$ cat src/rtl/control_fsm.sv
// Multicycle RV32 control unit: sequences fetch/decode/execute/writeback
// and drives datapath selects and write enables for lw, sw, R/I ALU ops,
// beq/bne and jal.
module control_fsm (
    input  logic       clk,
    input  logic       rst,
    input  logic [6:0] op,
    input  logic [2:0] funct3,
    input  logic       funct7b5,
    input  logic       ZeroE,
    output logic [2:0] ALUctrl,
    output logic [1:0] ALUSrcA,
    output logic [1:0] ALUSrcB,
    output logic [1:0] ResultSrc,
    output logic [1:0] ImmSrc,
    output logic       AdrSrc,
    output logic       IRWrite,
    output logic       PCWrite,
    output logic       RegWrite,
    output logic       MemWrite,
    output logic       retire,
    output logic       illegal
);

    localparam int unsigned OP_W  = 7;
    localparam int unsigned ALU_W = 3;
    localparam int unsigned SEL_W = 2;

    // Opcodes
    localparam logic [OP_W-1:0] OP_LW   = 7'b0000011;
    localparam logic [OP_W-1:0] OP_SW   = 7'b0100011;
    localparam logic [OP_W-1:0] OP_R    = 7'b0110011;
    localparam logic [OP_W-1:0] OP_I    = 7'b0010011;
    localparam logic [OP_W-1:0] OP_BR   = 7'b1100011;
    localparam logic [OP_W-1:0] OP_JAL  = 7'b1101111;

    // ALU operations
    localparam logic [ALU_W-1:0] ALU_ADD = 3'b000;
    localparam logic [ALU_W-1:0] ALU_SUB = 3'b001;
    localparam logic [ALU_W-1:0] ALU_AND = 3'b010;
    localparam logic [ALU_W-1:0] ALU_OR  = 3'b011;
    localparam logic [ALU_W-1:0] ALU_SLT = 3'b101;

    // Operand / result selects
    localparam logic [SEL_W-1:0] SRCA_PC    = 2'b00;
    localparam logic [SEL_W-1:0] SRCA_OLDPC = 2'b01;
    localparam logic [SEL_W-1:0] SRCA_RD1   = 2'b10;
    localparam logic [SEL_W-1:0] SRCB_RD2   = 2'b00;
    localparam logic [SEL_W-1:0] SRCB_IMM   = 2'b01;
    localparam logic [SEL_W-1:0] SRCB_FOUR  = 2'b10;
    localparam logic [SEL_W-1:0] RES_ALUOUT = 2'b00;
    localparam logic [SEL_W-1:0] RES_DATA   = 2'b01;
    localparam logic [SEL_W-1:0] RES_ALU    = 2'b10;

    typedef enum logic [3:0] {
        S_FETCH,
        S_DECODE,
        S_MEMADR,
        S_MEMREAD,
        S_MEMWB,
        S_MEMWRITE,
        S_EXECR,
        S_EXECI,
        S_ALUWB,
        S_BRANCH,
        S_JAL
    } state_t;

    // Per-state Moore control word held in a register alongside the state
    typedef struct packed {
        logic [ALU_W-1:0] aluctrl;
        logic [SEL_W-1:0] srca;
        logic [SEL_W-1:0] srcb;
        logic [SEL_W-1:0] resultsrc;
        logic             adrsrc;
        logic             irwrite;
        logic             regwrite;
        logic             memwrite;
        logic             retire;
    } ctrl_t;

    localparam ctrl_t CTRL_FETCH = '{
        aluctrl:   ALU_ADD,
        srca:      SRCA_PC,
        srcb:      SRCB_FOUR,
        resultsrc: RES_ALU,
        adrsrc:    1'b0,
        irwrite:   1'b1,
        regwrite:  1'b0,
        memwrite:  1'b0,
        retire:    1'b0
    };

    state_t state;
    state_t state_d;
    ctrl_t  ctrl_q;
    logic   ill_c;
    logic   pcw_c;

    // funct3 values the ALU datapath supports
    function automatic logic alu_f3_ok(input logic [2:0] f3);
        return (f3 == 3'b000) || (f3 == 3'b010) || (f3 == 3'b110) || (f3 == 3'b111);
    endfunction

    // funct3 -> ALU operation; sub_ok selects sub for R-type with funct7b5
    function automatic logic [ALU_W-1:0] alu_decode(input logic [2:0] f3, input logic sub_ok);
        logic [ALU_W-1:0] a;
        case (f3)
            3'b000:  a = sub_ok ? ALU_SUB : ALU_ADD;
            3'b010:  a = ALU_SLT;
            3'b110:  a = ALU_OR;
            3'b111:  a = ALU_AND;
            default: a = ALU_ADD;
        endcase
        return a;
    endfunction

    // Control word for a given state; funct fields are stable in IR once decoded
    function automatic ctrl_t moore_ctrl(input state_t st, input logic [2:0] f3, input logic f7b5);
        ctrl_t c;
        c = '0;
        case (st)
            S_FETCH:    c = CTRL_FETCH;
            S_DECODE: begin
                c.srca = SRCA_OLDPC;
                c.srcb = SRCB_IMM;
            end
            S_MEMADR: begin
                c.srca = SRCA_RD1;
                c.srcb = SRCB_IMM;
            end
            S_MEMREAD: begin
                c.resultsrc = RES_ALUOUT;
                c.adrsrc    = 1'b1;
            end
            S_MEMWB: begin
                c.resultsrc = RES_DATA;
                c.regwrite  = 1'b1;
                c.retire    = 1'b1;
            end
            S_MEMWRITE: begin
                c.resultsrc = RES_ALUOUT;
                c.adrsrc    = 1'b1;
                c.memwrite  = 1'b1;
                c.retire    = 1'b1;
            end
            S_EXECR: begin
                c.srca    = SRCA_RD1;
                c.srcb    = SRCB_RD2;
                c.aluctrl = alu_decode(f3, f7b5);
            end
            S_EXECI: begin
                c.srca    = SRCA_RD1;
                c.srcb    = SRCB_IMM;
                c.aluctrl = alu_decode(f3, 1'b0);
            end
            S_ALUWB: begin
                c.resultsrc = RES_ALUOUT;
                c.regwrite  = 1'b1;
                c.retire    = 1'b1;
            end
            S_BRANCH: begin
                c.srca      = SRCA_RD1;
                c.srcb      = SRCB_RD2;
                c.aluctrl   = ALU_SUB;
                c.resultsrc = RES_ALUOUT;
                c.retire    = (f3[2:1] == 2'b00);
            end
            S_JAL: begin
                c.srca      = SRCA_OLDPC;
                c.srcb      = SRCB_FOUR;
                c.aluctrl   = ALU_ADD;
                c.resultsrc = RES_ALUOUT;
            end
            default:    c = CTRL_FETCH;
        endcase
        return c;
    endfunction

    // Next-state decode plus the input-dependent PCWrite and illegal terms
    always_comb begin
        state_d = S_FETCH;
        ill_c   = 1'b0;
        pcw_c   = 1'b0;
        case (state)
            S_FETCH: begin
                state_d = S_DECODE;
                pcw_c   = 1'b1;
            end
            S_DECODE: begin
                case (op)
                    OP_LW, OP_SW: state_d = S_MEMADR;
                    OP_R:         state_d = S_EXECR;
                    OP_I:         state_d = S_EXECI;
                    OP_BR:        state_d = S_BRANCH;
                    OP_JAL:       state_d = S_JAL;
                    default: begin
                        state_d = S_FETCH;
                        ill_c   = 1'b1;
                    end
                endcase
            end
            S_MEMADR:   state_d = (op == OP_LW) ? S_MEMREAD : S_MEMWRITE;
            S_MEMREAD:  state_d = S_MEMWB;
            S_MEMWB:    state_d = S_FETCH;
            S_MEMWRITE: state_d = S_FETCH;
            S_EXECR, S_EXECI: begin
                if (alu_f3_ok(funct3)) begin
                    state_d = S_ALUWB;
                end else begin
                    state_d = S_FETCH;
                    ill_c   = 1'b1;
                end
            end
            S_ALUWB:    state_d = S_FETCH;
            S_BRANCH: begin
                state_d = S_FETCH;
                if (funct3[2:1] == 2'b00) begin
                    pcw_c = ZeroE ^ funct3[0];
                end else begin
                    ill_c = 1'b1;
                end
            end
            S_JAL: begin
                state_d = S_ALUWB;
                pcw_c   = 1'b1;
            end
            default:    state_d = S_FETCH;
        endcase
    end

    // State and registered control word; reset parks in FETCH
    always_ff @(posedge clk or posedge rst) begin
        if (rst) begin
            state  <= S_FETCH;
            ctrl_q <= CTRL_FETCH;
        end else begin
            state  <= state_d;
            ctrl_q <= moore_ctrl(state_d, funct3, funct7b5);
        end
    end

    // Immediate format follows the opcode in every state
    always_comb begin
        case (op)
            OP_SW:   ImmSrc = 2'b01;
            OP_BR:   ImmSrc = 2'b10;
            OP_JAL:  ImmSrc = 2'b11;
            default: ImmSrc = 2'b00;
        endcase
    end

    // Selects come straight from the control word; enables and pulses are
    // suppressed while reset is held so an aborted instruction writes nothing
    assign ALUctrl   = ctrl_q.aluctrl;
    assign ALUSrcA   = ctrl_q.srca;
    assign ALUSrcB   = ctrl_q.srcb;
    assign ResultSrc = ctrl_q.resultsrc;
    assign AdrSrc    = ctrl_q.adrsrc;
    assign IRWrite   = ctrl_q.irwrite  & ~rst;
    assign RegWrite  = ctrl_q.regwrite & ~rst;
    assign MemWrite  = ctrl_q.memwrite & ~rst;
    assign retire    = ctrl_q.retire   & ~rst;
    assign PCWrite   = pcw_c & ~rst;
    assign illegal   = ill_c & ~rst;

endmodule

$ cat config.mk
export PLATFORM = sky130hd
export DESIGN_NAME = control_fsm
export DESIGN_NICKNAME = d
export VERILOG_FILES = /design/src/rtl/control_fsm.sv
export SDC_FILE = /design/constraint.sdc
export NUM_CORES = 1
export LEC_CHECK = 0
export BUFFER_PORTS_ARGS = -buffer_cell sky130_fd_sc_hd__buf_4
export CAP_MARGIN = 20
export CORE_ASPECT_RATIO = 0.75
export CORE_MARGIN = 1.5
export CORE_UTILIZATION = 54
export DETAILED_ROUTE_END_ITERATION = 16
export GPL_TIMING_DRIVEN = 0
export PLACE_DENSITY = 0.83
export SYNTH_ARGS = -nofsm -noshare
export SYNTH_HDL_FRONTEND = slang
export SYNTH_SLANG_ARGS = --single-unit
export TNS_END_PERCENT = 100
$ cat constraint.sdc
create_clock -name clk -period 3.54 [get_ports clk]
set_input_delay 0.177 -clock clk [delete_from_list [all_inputs] [get_ports clk]]
set_output_delay 0.177 -clock clk [all_outputs]
set_load 0.1 [all_outputs]
# [Word level (Yosys, flattened, before mapping)]
# Index checks and enable logic that the tools add are counted.
[op_classes] n_bitwise=8 mux=22 n_eq_ne=26 reduce_logical=18
[op_table] cell="case mux 4 bit (5 select lines)" n=2
[op_table] cell="== test 4 x 3 -> 1 bit (second input constant)" n=6
[op_table] cell="case mux 4 bit (6 select lines)" n=1
[op_table] cell="== test 4 bit (second input constant)" n=5
[op_table] cell="case mux 3 bit (3 select lines)" n=2
[op_table] cell="== test 4 x 2 -> 1 bit (second input constant)" n=4
[op_table] cell="== test 7 x 6 -> 1 bit (second input constant)" n=2
[op_table] cell="== test 7 bit (second input constant)" n=2
[op_table] cell="OR reduction 2 bit" n=7
[op_table] cell="case mux 3 bit (4 select lines)" n=1
[op_table] cell="OR reduction 10 bit" n=1
[op_table] cell="2-to-1 mux 1 bit" n=9
[op_table] cell="OR reduction 9 bit" n=1
[op_table] cell="== test 4 x 1 -> 1 bit (second input constant)" n=2
[op_table] cell="== test 7 x 2 -> 1 bit (second input constant)" n=1
[op_table] cell="== test 7 x 5 -> 1 bit (second input constant)" n=1
[op_table] cell="bitwise AND 1 bit" n=6
[op_table] cell="== test 3 bit (second input constant)" n=2
[op_table] cell="case mux 2 bit (3 select lines)" n=1
[op_table] cell="OR reduction 6 bit" n=1
[op_table] cell="logical NOT 4 bit" n=1
[op_table] cell="2-to-1 mux 4 bit" n=1
[op_table] cell="case mux 1 bit (2 select lines)" n=2
[op_table] cell="case mux 2 bit (2 select lines)" n=1
[op_table] cell="10 further kinds" n=12
[totals] register_bits=18 output_inout_bits=18

# [Depth between registers and ports, before layout]
[depth] word_depth=9 ltp_mapped=7

# [Least setup slack after synthesis]
# No wires, ideal clock.
[synth_timing] path_type="reg-to-output" startpoint="register state[0]" endpoint="output port PCWrite" n_path_buf=1 arrival_ns=5.482 t_required_ns=3.363 stages_incl_launch_ff=6 path_slack_ns=-2.119 cell_sequence="dfrtp_1 -> clkbuf_1 -> nand4_1 -> o21ai_0 -> nor2_1 -> a2111oi_0"
[synth_via] elab_chain_cells=4
[synth_rtl] item="start: declaration" line="94" rtl="state_t state;"
[synth_rtl] item="start signal: assignment" line="238" rtl="state <= state_d;"
[synth_rtl] item="== test 4 bit or logical NOT 4 bit (tied branches)" line="185" rtl="case (state)"
[synth_rtl] item="OR reduction 2 bit (no line)"
[synth_rtl] item="case mux 1 bit (2 select lines) *" line="185"
[synth_rtl] item="bitwise AND 1 bit *" line="264" rtl="assign PCWrite = pcw_c & ~rst;"
[synth_rtl] item="end: declaration" line="18" rtl="output logic PCWrite,"
# Mark *: on every way between the ends. The rest lies on a longest branch, timed or not.

# [Worst setup path after layout]
[layout_timing] startpoint="register state[2]" endpoint="output port illegal"
[layout_via] elab_chain_cells=4
[layout_rtl] item="== test 4 x 3 -> 1 bit" line="185"
[layout_rtl] item="OR reduction 2 bit" line="185"
[layout_rtl] item="case mux 1 bit (3 select lines) *" line="185"
[layout_rtl] item="bitwise AND 1 bit *" line="265" rtl="assign illegal = ill_c & ~rst;"
[layout_rtl] item="end: declaration" line="22" rtl="output logic illegal"
# Marks and branches as above.

==> flow_metrics.env <==
export IMPL_use_met1_pct=31.5
export IMPL_end_kind="output port"
export IMPL_initial_core_util_pct=60.4
export IMPL_drt_vias_per_instance=5.75
export IMPL_fin_skew_ns=0.00940
export IMPL_nFillCells=126
export IMPL_avgSynthCellArea_um2=9.74
export IMPL_violations="hold timing"
export IMPL_ctsHtreeMaxLevel=1
export IMPL_fin_crit_sh_pct=68.0
export IMPL_hold_class="input port to async pin"
export IMPL_synth_seq_cells=18
export IMPL_drv_slew=0
export IMPL_syn_inst=114
export IMPL_final_common_cell="buf_4"
export IMPL_die_w_um=55.3
export IMPL_post_route_drc_count=0
export IMPL_drtIter0Drc=49
export IMPL_worst_slew_pin_slew_ns=0.661
export IMPL_antenna_found_initial=0
export IMPL_status="finished, violations left"
export IMPL_io_pins=32
export IMPL_grt_busiest_layer="met2"
export IMPL_syn_nets=128
export IMPL_post_cts_resize_count=0
export IMPL_yosysSeqAreaShare_pct=40.9
export IMPL_whs_ns=-0.000866
export IMPL_die_h_um=42.3
export IMPL_hold_buffers=0
export IMPL_netlist_area_um2=1110
export IMPL_clk_latency_ns=0.30
export IMPL_cts_root_buf="clkbuf_4"
export IMPL_dieArea_um2=2340
export IMPL_globalRouteTotalUtil_pct=22.3
export IMPL_drive_gt1_share_pct=39.5
export IMPL_vias=972
export IMPL_regArea_um2=454
export IMPL_crit_fanout=8
export IMPL_leakagePower_nw=0.653
export IMPL_worst_setup_path_type="flop to output port"
export IMPL_clk_pin_slew_ns=0.11
export IMPL_rows=13
export IMPL_core_um2=1840
export IMPL_irDropWorstVdd_mv=0.529
export IMPL_rsz0062_at_grt="no"
export IMPL_place_gp_congestion=0.925
export IMPL_hpwl_um=1840
export IMPL_grt_use_met3_pct=4.63
export IMPL_routedWlPerCell_um=13.9
export IMPL_mostFrequentLayoutCells="buf_4, dfrtp_1, nor2_1, nor3_1, nand2_1"
export IMPL_diodes=0
export IMPL_routed_wl_um=2350
export IMPL_max_cap_violations=0
export IMPL_max_freq_mhz=416
export IMPL_overflow=0
export IMPL_grt_pass1_vias=854
export IMPL_grt_use_met2_pct=34.5
export IMPL_port_buffers=29
export IMPL_worstPathArrival_ns=2.23
export IMPL_ys_warn_count=0
export IMPL_cts_buffer_depth=2
export IMPL_dp_cells=165
export IMPL_multi_input_area_um2=558
export IMPL_grt_max_degree=19
export IMPL_grt_pass1_wl_um=4020
export IMPL_fin_nets=162
export IMPL_layoutNonFillerInstCount=169
export IMPL_post_cts_buffers=0
export IMPL_setup_violations=0
export IMPL_cts_inserted_buffers=3
export IMPL_cts_tree="done"
export IMPL_synth_ff_type="dfrtp_1"
export IMPL_ys_types=42
export IMPL_power_density_nw_per_um2=669
export IMPL_hold_viol=5
export IMPL_firstDrtPassIters=4
export IMPL_period_needed_ns=2.41
export IMPL_required_ns=3.36
export IMPL_tns_ns=0
export IMPL_cts_sinks=18
export IMPL_async_flop_share_pct=100
export IMPL_start_kind="flop"
export IMPL_relSlewSlack_pct=55.9
export IMPL_drtAntennaViolNets=0
export IMPL_area_growth_pct=26.4
export IMPL_synth_edff_count=0
==> Yosys cell counts, types with 3 or more instances <==
| master | count | share of area, % |
|---|---|---|
| dfrtp_1 | 15 | 34 |
| nor2_1 | 9 | 3.0 |
| inv_1 | 4 | 1.4 |
| nand4_1 | 3 | 1.7 |
| a21oi_1 | 4 | 1.8 |
| clkbuf_1 | 4 | 1.4 |
| buf_4 | 9 | 6.1 |
| o21ai_0 | 5 | 2.3 |
| nand2_1 | 6 | 2.0 |
| nor2b_1 | 5 | 2.8 |
| dfstp_2 | 3 | 7.1 |
| or3_1 | 4 | 2.3 |
| nor3_1 | 8 | 3.6 |
==> sequential cells by signal, indices dropped and copies added (netlist names) <==
name	cells
AdrSrc	1
state	4
ctrl_q	4
ResultSrc	2
ALUctrl	3
ALUSrcB	2
ALUSrcA	2
==> layout make-up <==
class	count	share of cell area, %
buffer	14	6.69
clock buffer	4	2.59
inverter	4	1.07
multi-input combinational	78	39.8
sequential	18	32.4
tap	22	1.96
timing repair buffer	29	15.5
==> worst max-delay path, cell delays in order, from the launching register on <==
cell and delay, ns:
dfrtp_1 0.48, or4b_4 0.59, or3_1 0.39, a21oi_1 0.16, buf_4 0.31
==> per-layer routing <==
layer,share of wire (%),vias to the layer above
met4,1.5,0
met2,46,41
met1,47,452
li1,-,474
met5,0,-
met3,5.5,5
==> worst paths after layout <==
kind | from | end | slack (ns) | cells past startpoint
hold / removal | rst | ALUctrl[2]$_DFF_PP0_ | -0.0009 | 2
hold reg to reg | state[3]$_DFF_PP0_ | ResultSrc[0]$_DFF_PP0_ | 0.76 | 3
min in group clk | funct3[2] | ALUctrl[2]$_DFF_PP0_ | 0.04 | 2
max in group asynchronous | rst | ALUSrcA[0]$_DFF_PP0_ | 3.11 | 2
setup / recovery | state[2]$_DFF_PP0_ | illegal | 1.13 | 4
setup reg to reg | state[2]$_DFF_PP0_ | ctrl_q[0]$_DFF_PP0_ | 1.19 | 5
==> cell families (layout without fill, tap and decap cells) <==
logic type / after synthesis / in the layout / synth area share [%]
flops: 18 / 18 / 40.9
xor+xnor: 2 / 2 / 1.58
simple gates: 52 / 52 / 29.0
compound gates: 24 / 24 / 18.7
buf+inv: 18 / 51 / 9.81
==> through the flow <==
stage	setup WS (ns)	utilization (%)	total power, mW	area (µm²)
after floorplan	0.305	-	0.716	1120
after global placement	1.24	74.3	0.809	1370
after detailed placement	1.22	74.3	0.813	1370
after CTS	1.13	76.3	0.941	1400
after global routing	1.04	76.3	0.979	1400
final	1.13	76.3	0.938	1400
==> power breakdown <==
| group | switching (mW) | leakage (nW) | total [mW] | internal [mW] |
|---|---|---|---|---|
| Clock | 0.0660 | 0.0210 | 0.129 | 0.0628 |
| Sequential | 0.0101 | 0.235 | 0.265 | 0.255 |
| Combinational | 0.388 | 0.397 | 0.544 | 0.156 |
No activity file was read; power rests on OpenSTA's default activity.
